$ cat src/rtl/video_line_scheduler.sv
`timescale 1ns/1ps
// video_line_scheduler
//
// Output-domain controller for the scaler's line-buffer ring. It tells the
// input writer which ring slot to fill next and tells the HDMI read side which
// slot to display on every 720p output line. Each source line is shown on
// V_SCALE consecutive output lines, the picture is vertically centred starting
// at V_OFFSET, the ring is primed before display begins, and ring occupancy is
// pulled back to PRIME at every output frame start so latency stays bounded.
// All source-side events arrive as single-cycle pulses already synchronised
// into the clk_out domain.
//
// Ports:
//   clk_out         output pixel clock (74.25 MHz)
//   reset           asynchronous, active-high reset
//   enable          run enable; low returns the scheduler to WAIT_SRC
//   src_frame_start source vsync pulse
//   src_line_done   pulse: writer finished filling wr_slot
//   out_line_start  pulse at h_count==0 of each output line
//   out_line_num    output v_count, valid with out_line_start
//   wr_slot         slot the writer fills next
//   wr_allow        ring has a free slot (fill_level < SLOTS)
//   rd_slot         slot the read side displays
//   rd_valid        current output line carries picture
//   rd_src_line     source line index being displayed
//   fill_level      number of occupied slots
//   underrun_pulse  one-cycle flag: release wanted but ring nearly empty
//   overflow_pulse  one-cycle flag: write arrived with ring full
//   underrun_count  saturating count of underruns
module video_line_scheduler #(
   parameter int SLOTS     = 4,
   parameter int SLOT_W    = 2,
   parameter int V_SCALE   = 3,
   parameter int SRC_LINES = 224,
   parameter int V_OFFSET  = 24,
   parameter int PRIME     = 2
) (
   input  logic              clk_out,
   input  logic              reset,
   input  logic              enable,
   input  logic              src_frame_start,
   input  logic              src_line_done,
   input  logic              out_line_start,
   input  logic [9:0]        out_line_num,
   output logic [SLOT_W-1:0] wr_slot,
   output logic              wr_allow,
   output logic [SLOT_W-1:0] rd_slot,
   output logic              rd_valid,
   output logic [8:0]        rd_src_line,
   output logic [SLOT_W:0]   fill_level,
   output logic              underrun_pulse,
   output logic              overflow_pulse,
   output logic [15:0]       underrun_count
);

   localparam int REP_W = $clog2(V_SCALE + 1);

   localparam logic [SLOT_W:0]   SLOTS_F    = (SLOT_W+1)'(SLOTS);
   localparam logic [SLOT_W:0]   PRIME_F    = (SLOT_W+1)'(PRIME);
   localparam logic [SLOT_W:0]   ONE_F      = (SLOT_W+1)'(1);
   localparam logic [SLOT_W-1:0] PRIME_S    = SLOT_W'(PRIME);
   localparam logic [9:0]        LINE_FIRST = 10'(V_OFFSET);
   localparam logic [9:0]        LINE_END   = 10'(V_OFFSET + SRC_LINES * V_SCALE);
   localparam logic [8:0]        LAST_SRC   = 9'(SRC_LINES - 1);
   localparam logic [REP_W-1:0]  REP_LAST   = REP_W'(V_SCALE - 1);

   typedef enum logic [1:0] {
      ST_WAIT_SRC,
      ST_PRIME,
      ST_WAIT_OUT,
      ST_RUN
   } state_t;

   state_t           state;
   logic [REP_W-1:0] rep;

   logic             line_active;
   logic             read_evt;
   logic             recentre;
   logic             active_evt;
   logic             rep_wrap;
   logic             release_req;
   logic             do_release;
   logic             do_underrun;
   logic             do_skip;
   logic [SLOT_W-1:0] skip_amt;
   logic             write_side;
   logic             wr_accept;
   logic             wr_overflow;
   logic [SLOT_W:0]  fill_base;
   logic [SLOT_W:0]  fill_next;

   // Decode this cycle's read and write events and the resulting ring fill.
   // The first active line of a frame only starts displaying the current
   // slot; every later active line advances the repeat counter, and the
   // counter wrapping means the displayed source line is finished and its
   // slot can be handed back to the writer. A write is still accepted into a
   // full ring when the same cycle frees a slot (release or re-centre skip),
   // so a coincident write and release leaves fill unchanged.
   always_comb begin
      line_active = (out_line_num >= LINE_FIRST) && (out_line_num < LINE_END);
      read_evt    = (state == ST_RUN) && out_line_start;
      recentre    = read_evt && (out_line_num == 10'd0);
      active_evt  = read_evt && !recentre && line_active;
      rep_wrap    = active_evt && (out_line_num != LINE_FIRST) && (rep == REP_LAST);
      release_req = rep_wrap && (rd_src_line != LAST_SRC);
      do_release  = release_req && (fill_level > ONE_F);
      do_underrun = release_req && !(fill_level > ONE_F);
      do_skip     = recentre && (fill_level > PRIME_F);
      skip_amt    = fill_level[SLOT_W-1:0] - PRIME_S;
      write_side  = (state != ST_WAIT_SRC);
      wr_accept   = write_side && src_line_done &&
                    ((fill_level < SLOTS_F) || do_release || do_skip);
      wr_overflow = write_side && src_line_done && !wr_accept;
      fill_base   = fill_level;
      if (do_skip) begin
         fill_base = PRIME_F;
      end else if (do_release) begin
         fill_base = fill_level - ONE_F;
      end
      fill_next   = fill_base + {{SLOT_W{1'b0}}, wr_accept};
   end

   // Scheduler state machine and all registered outputs. Dropping enable
   // abandons the current frame from any state; the scheduler then waits for
   // the next source vsync before priming the ring again.
   always_ff @(posedge clk_out or posedge reset) begin
      if (reset) begin
         state          <= ST_WAIT_SRC;
         wr_slot        <= '0;
         rd_slot        <= '0;
         fill_level     <= '0;
         rd_src_line    <= '0;
         rep            <= '0;
         rd_valid       <= 1'b0;
         wr_allow       <= 1'b1;
         underrun_pulse <= 1'b0;
         overflow_pulse <= 1'b0;
         underrun_count <= '0;
      end else begin
         underrun_pulse <= 1'b0;
         overflow_pulse <= 1'b0;
         if (!enable) begin
            state       <= ST_WAIT_SRC;
            wr_slot     <= '0;
            rd_slot     <= '0;
            fill_level  <= '0;
            rd_src_line <= '0;
            rep         <= '0;
            rd_valid    <= 1'b0;
            wr_allow    <= 1'b1;
         end else if (state == ST_WAIT_SRC) begin
            if (src_frame_start) begin
               state       <= ST_PRIME;
               wr_slot     <= '0;
               rd_slot     <= '0;
               fill_level  <= '0;
               rd_src_line <= '0;
               rep         <= '0;
               rd_valid    <= 1'b0;
               wr_allow    <= 1'b1;
            end
         end else begin
            if (wr_accept) begin
               wr_slot <= wr_slot + 1'b1;
            end
            overflow_pulse <= wr_overflow;
            fill_level     <= fill_next;
            wr_allow       <= (fill_next < SLOTS_F);

            if ((state == ST_PRIME) && (fill_next >= PRIME_F)) begin
               state <= ST_WAIT_OUT;
            end

            if ((state == ST_WAIT_OUT) && out_line_start && (out_line_num == 10'd0)) begin
               state       <= ST_RUN;
               rep         <= '0;
               rd_src_line <= '0;
               rd_valid    <= line_active;
            end

            if (read_evt) begin
               rd_valid <= line_active;
               if (recentre) begin
                  rd_src_line <= '0;
                  rep         <= '0;
                  // Drop the oldest buffered lines so the new frame starts
                  // with exactly PRIME lines of latency.
                  if (do_skip) begin
                     rd_slot <= rd_slot + skip_amt;
                  end
               end else if (active_evt) begin
                  if (out_line_num == LINE_FIRST) begin
                     rep <= '0;
                  end else if (rep == REP_LAST) begin
                     rep <= '0;
                  end else begin
                     rep <= rep + 1'b1;
                  end
                  if (do_release) begin
                     rd_slot     <= rd_slot + 1'b1;
                     rd_src_line <= rd_src_line + 1'b1;
                  end
                  if (do_underrun) begin
                     underrun_pulse <= 1'b1;
                     if (underrun_count != 16'hFFFF) begin
                        underrun_count <= underrun_count + 16'd1;
                     end
                  end
               end
            end
         end
      end
   end

endmodule
$ cat config.mk
export PLATFORM = sky130hd
export DESIGN_NAME = video_line_scheduler
export DESIGN_NICKNAME = d
export VERILOG_FILES = /design/src/rtl/video_line_scheduler.sv
export SDC_FILE = /design/constraint.sdc
export NUM_CORES = 1
export LEC_CHECK = 0
export CORE_ASPECT_RATIO = 1.5
export CORE_MARGIN = 2
export CORE_UTILIZATION = 25
export DETAILED_ROUTE_END_ITERATION = 16
export PLACE_DENSITY = 0.44
export SYNTH_ARGS = -nofsm -noshare
export SYNTH_HDL_FRONTEND = slang
export SYNTH_SLANG_ARGS = --single-unit
export TNS_END_PERCENT = 50
$ cat constraint.sdc
create_clock -name clk_out -period 2.9 [get_ports clk_out]
set_input_delay 0.29 -clock clk_out [delete_from_list [all_inputs] [get_ports clk_out]]
set_output_delay 0.29 -clock clk_out [all_outputs]
set_load 0.05 [all_outputs]
# Word level (Yosys, flattened, before mapping)
# Cells that the tools add are included.
# word_totals
regBits	40
input_bits	16
out_inout_bits	36
elab_cells	128
# classes
addsub	9
order_cmp	7
n_eq_ne	16
mux	53
n_bitwise	2
reduce_logical	30
# ops
operator	n
9-bit 2-to-1 mux	8
2-bit 2-to-1 mux	24
1-bit logical AND	17
16-bit by 1-bit adder with 16-bit output (second input constant)	1
1-bit 2-to-1 mux	16
16-bit != test (second input constant)	1
4-bit by 1-bit != test with 1-bit output (second input constant)	4
3-bit 2-to-1 mux	5
10-bit by 5-bit == test with 1-bit output (second input constant)	1
10-bit by 5-bit greater-or-equal comparator with 1-bit output (second input constant)	1
10-bit logical NOT	1
10-bit less-than comparator (second input constant)	1
10-bit by 5-bit != test with 1-bit output (second input constant)	1
9-bit by 1-bit adder with 9-bit output (second input constant)	1
9-bit by 8-bit != test with 1-bit output (second input constant)	1
7-bit AND reduction	1
2-bit by 1-bit adder with 2-bit output (second input constant)	3
2-bit == test (second input constant)	3
3-bit less-than comparator (second input constant)	2
3-bit by 1-bit != test with 1-bit output (second input constant)	2
2-bit AND reduction	3
5-bit AND reduction	1
4-bit by 2-bit != test with 1-bit output (second input constant)	1
3-bit by 1-bit adder with 3-bit output	1
other kinds (13)	17

# Depth between registers and ports, before layout
# Gate-level depths: netlist (run 1).
# depth
depth_word	20
mapped_depth	17
mapped_depth_nobuf	15

# Least setup slack after synthesis (run 1)
# No wires, ideal clock.
# synth_path
kind	flip-flop to flip-flop
from	register rd_src_line[0]
to	register state[0]
setup_time_ps	125
arrival_ps	3275
t_required_ps	2775
slack_ps	-500
path_stages_with_launch	18
n_path_buf	3
synth_period_minus_slack_ps	3400
cell_sequence	dfrtp_1 -> ha_1 -> nand4_1 -> o41ai_1 -> or3_1 -> buf_6 -> or3_1 -> buf_6 -> buf_6 -> nand2_1 -> o211ai_1 -> ha_1 -> inv_1 -> nand2_1 -> a211o_1 -> nor3_1 -> o22a_1 -> o21ai_1
# synth_between
elab_chain_cells	11
elab_cells_between_ends	13
cone_classes	add/sub: 1; order compare: 1; eq/ne: 2; mux: 2; reduce/logical: 7
# synth_lines
element	line	source
from (decl)	49	output logic [8:0] rd_src_line,
from (signal assigned)	202	rd_src_line <= rd_src_line + 1'b1;
9-bit by 8-bit != test with 1-bit output *	106	release_req = rep_wrap && (rd_src_line != LAST_SRC);
1-bit logical AND *	106	
1-bit logical AND *	107	do_release = release_req && (fill_level > ONE_F);
1-bit logical OR (2 in series)	113	((fill_level < SLOTS_F) || do_release || do_skip);
1-bit logical AND	112	wr_accept = write_side && src_line_done &&
3-bit by 1-bit adder with 3-bit output *	121	fill_next = fill_base + {{SLOT_W{1'b0}}, wr_accept};
3-bit by 2-bit greater-or-equal comparator with 1-bit output *	171	if ((state == ST_PRIME) && (fill_next >= PRIME_F)) begin
1-bit logical AND *	171	
4-bit by 1-bit != test with 1-bit output (no source line) *	-	
2-bit AND reduction (no source line) *	-	
to (signal assigned)	154	state <= ST_PRIME;
to (signal assigned)	172	state <= ST_WAIT_OUT;
to (signal assigned)	176	state <= ST_RUN;
to (decl)	74	state_t state;
# Every way passes the cells marked *; elsewhere a longest branch is shown, timed or not.
# A chain may end at the register's enable or synchronous reset.

# Final worst setup path (run 1)
# layout_path
from	register rd_src_line[1]
to	register state[0]
# Same word-level chain as after synthesis.

==> results of run 1 <==
where the power goes:
part / internal (uW) / total [uW] / switching (uW)
combinational: 86.2 / 228 / 142
sequential: 570 / 581 / 11.3
clock: 454 / 692 / 238
worst max-delay path, cell delays in order (launching register included):
cell	delay [ns]
dfrtp_2	0.42
ha_4	0.17
nand4_1	0.13
o41ai_2	0.11
or3_4	0.37
buf_6	0.13
or3_4	0.33
nand2_1	0.08
o211ai_1	0.10
ha_2	0.21
inv_2	0.05
nand2_1	0.06
a211o_1	0.27
nor3_2	0.14
o22a_1	0.18
o21ai_1	0.07
logic make-up after synthesis:
| kind of cell | after synthesis | synth area share |
|---|---|---|
| AOI/OAI and AO/OA | 79 | 0.220 |
| xor gates and xnor gates | 18 | 0.0619 |
| adders and majority gates | 8 | 0.0393 |
| buffers and inverters | 22 | 0.0427 |
| DFF | 40 | 0.393 |
| muxes | 3 | 0.0123 |
| and+or+nand+nor | 110 | 0.231 |
cells in the final DEF, fill, tap and decap left out, types with 3 or more instances in the layout:
master           netlist  layout
nand4_1                9       9
nor3_1                 7       4
buf_4                  0      55
a21o_1                 3       3
clkdlybuf4s50_1        0      42
a31o_2                 3       3
clkbuf_16              0       5
a32o_1                 5       5
nor4_1                 5       5
dfrtp_1               39      36
dfrtp_2                0       3
nor2b_1                3       3
nor2_1                20      19
nand3_1               10      10
nor3_2                 1       4
xnor2_1               16      16
nand2_1               28      28
o31ai_1                3       3
and3_1                 7       7
and2_1                 3       3
inv_1                  8       7
dlygate4sd2_1          0       9
a31oi_1                5       4
o211ai_1               4       4
a21oi_1               11      11
o21ai_1                5       6
o21ai_0               16      15
ha_1                   8       5
Yosys cell counts (3+ instances only):
cell | instances | area share
nor2b_1 | 3 | 0.0074
ha_1 | 8 | 0.039
inv_1 | 8 | 0.012
or3_1 | 3 | 0.0074
and2_1 | 3 | 0.0074
o211ai_1 | 4 | 0.012
nand4_1 | 9 | 0.022
nor2_1 | 20 | 0.029
nor4_1 | 5 | 0.012
buf_2 | 3 | 0.0059
a21o_1 | 3 | 0.0088
a32o_1 | 5 | 0.020
a21oi_1 | 11 | 0.022
nand3_1 | 10 | 0.020
clkbuf_1 | 7 | 0.010
a31o_2 | 3 | 0.010
a31oi_1 | 5 | 0.012
buf_6 | 3 | 0.013
xnor2_1 | 16 | 0.055
o21ai_0 | 16 | 0.031
dfrtp_1 | 39 | 0.38
o21ai_1 | 5 | 0.0098
nand2_1 | 28 | 0.041
and3_1 | 7 | 0.017
nor3_1 | 7 | 0.014
o31ai_1 | 3 | 0.0088
through the flow:
stage | worst slack (ns) | setup TNS [ns] | cell area (um2) | std cells | util
2_1_floorplan | -0.203 | -0.696 | 2570 | 280 | -
3_3_place_gp | -0.573 | -2.44 | 3550 | 485 | 0.354
3_5_place_dp | -0.582 | -2.48 | 3550 | 485 | 0.354
4_1_cts | -0.101 | -0.331 | 3800 | 499 | 0.380
5_1_grt | -0.191 | -0.826 | 3810 | 499 | 0.380
6_report | -0.0588 | -0.112 | 3810 | 499 | 0.380
state kept, by name (all words and copies together), names as in the netlist:
register	cells
state	2
rd_slot	2
underrun_pulse	1
wr_slot	2
rd_valid	1
fill_level	3
rep	2
rd_src_line	9
wr_allow	1
overflow_pulse	1
underrun_count	16
layout make-up:
class	count	share of cell area
clock inverter	1	0.00788
inverter	8	0.00788
timing repair buffer	108	0.248
clock buffer	7	0.0401
tap	117	0.0384
multi-input combinational	218	0.394
sequential	40	0.264
per-layer routing:
layer / global-route usage / up-vias / routed length [um]
met5: 0 / - / 0
met4: 0.0478 / 0 / 121
met3: 0.0309 / 7 / 295
met2: 0.298 / 65 / 4530
met1: 0.183 / 1277 / 3510
li1: - / 1262 / -
worst paths after layout:
kind,end,depth (start not counted)
max,state[0],15
min,underrun_count[0],3
max reg2reg,state[0],15
min reg2reg,underrun_count[14],1
max in group asynchronous,rd_src_line[1],3
min in group clk_out,underrun_count[14],1
repair_timing:
action                                  4_1_cts  5_1_grt
gates resized for setup                      19        1
pin swaps                                    10        4
gates cloned                                  0        0
buffers inserted                              7        0
endpoints found under the setup margin        4        6
==> flow_metrics.env, run 1 <==
export IMPL_status="finished, violations left"
export IMPL_violations="negative setup slack"
export IMPL_drv_slew=0
export IMPL_cts_tree="built"
export IMPL_seq_area_mm2=0.00101
export IMPL_tightest_slew_ns=0.562
export IMPL_synth_ff_type="dfrtp_1"
export IMPL_synth_edf_count=0
export IMPL_cts_htree_levels=2
export IMPL_cts_sinks=40
export IMPL_finalPower_uw=1500
export IMPL_cts_hold_fix_buffers=0
export IMPL_synth_async_sr_flop_share=1.00
export IMPL_antenna_found_initial=0
export IMPL_cts_buffers_inserted=5
export IMPL_place_congestion=0.765
export IMPL_grt_max_degree=41
export IMPL_worstPathMaxFanout=4
export IMPL_route_detailed_drc=0
export IMPL_fin_ws_ns=-0.0588
export IMPL_pwr_density_cell_mw_per_mm2=394
export IMPL_drtPass1Iterations=4
export IMPL_vias=2611
export IMPL_die_height_um=128
export IMPL_arrival_ns=3.13
export IMPL_coreArea_mm2=0.0100
export IMPL_worstSetupStartpoint="rd_src_line[1]"
export IMPL_clk_latency_ns=0.29
export IMPL_wirelength_um=8460
export IMPL_whs_ns=0.442
export IMPL_maxCapViolCount=0
export IMPL_grt_pass1_vias=2699
export IMPL_r2r_start="rd_src_line[1]"
export IMPL_hold_class="in2async"
export IMPL_synth_seq_cells=40
export IMPL_syn_area_mm2=0.00255
export IMPL_io_buffers=51
export IMPL_avgViaCountPerCell=5.23
export IMPL_min_period_ns=2.96
export IMPL_die_width_um=86.4
export IMPL_row_count=45
export IMPL_pin_count=52
export IMPL_crit_type="reg2reg"
export IMPL_hold_viol_final=0
export IMPL_multi_input_area_mm2=0.00150
export IMPL_crit_required_ns=3.07
export IMPL_finalCritPeriodShare=1.02
export IMPL_leakage_uw=0.00157
export IMPL_dieArea_mm2=0.0110
export IMPL_wl_per_cell_um=16.9
export IMPL_setup_violations=4
export IMPL_drive_gt1_frac=0.236
export IMPL_finalClockSkew_ns=0.00512
export IMPL_fill_cells=1048
export IMPL_areaGrowthSynthToFinish_pct=49.5
export IMPL_clk_pin_slew_worst_paths_ns=0.06
export IMPL_ir_worst_vdd_mv=0.266
export IMPL_synthCells=280
export IMPL_nets=405
export IMPL_synthDistinctLibCells=62
export IMPL_grt_usage=0.161
export IMPL_grt_pass1_wl_um=13800
export IMPL_initial_core_util=0.254
export IMPL_endpoint_kind="register"
export IMPL_worst_r2r_setup_slack_ns=-0.06
export IMPL_syn_avg_cell_area_um2=9.10
export IMPL_drtAntennaViolNets=0
export IMPL_yosysSeqAreaShare=0.393
export IMPL_yosysWarnings=0
export IMPL_max_freq_mhz=338
export IMPL_slew_headroom=0.625
export IMPL_antennaDiodeCount=0
export IMPL_drtIter0Drc=125
export IMPL_syn_num_nets=304
export IMPL_cp_start_kind="register"
export IMPL_rsz0062_at_grt="true"
export IMPL_cts_root_buf="clkbuf_16"
export IMPL_clockBufferDepth=2
export IMPL_dp_hpwl_um=6200
export IMPL_grt_remaining_overflow=0
Note: power is estimated with default switching activity, not from simulation.
==> run 2: changes to the inputs <==
--- a/config.mk
+++ b/config.mk
@@ -5,6 +5,7 @@
 export SDC_FILE = /design/constraint.sdc
 export NUM_CORES = 1
 export LEC_CHECK = 0
+export CAP_MARGIN = 20
 export CORE_ASPECT_RATIO = 1.5
 export CORE_MARGIN = 2
 export CORE_UTILIZATION = 25
==> results of run 2 <==
The final DEF is identical to that of run 1; final timing and power are the same.
==> run 3: changes to the inputs <==
--- a/config.mk
+++ b/config.mk
@@ -9,6 +9,7 @@
 export CORE_ASPECT_RATIO = 1.5
 export CORE_MARGIN = 2
 export CORE_UTILIZATION = 25
+export CTS_CLUSTER_DIAMETER = 80
 export DETAILED_ROUTE_END_ITERATION = 16
 export PLACE_DENSITY = 0.44
 export SYNTH_ARGS = -nofsm -noshare
==> results of run 3 <==
The final DEF is identical to that of run 1; final timing and power are the same.
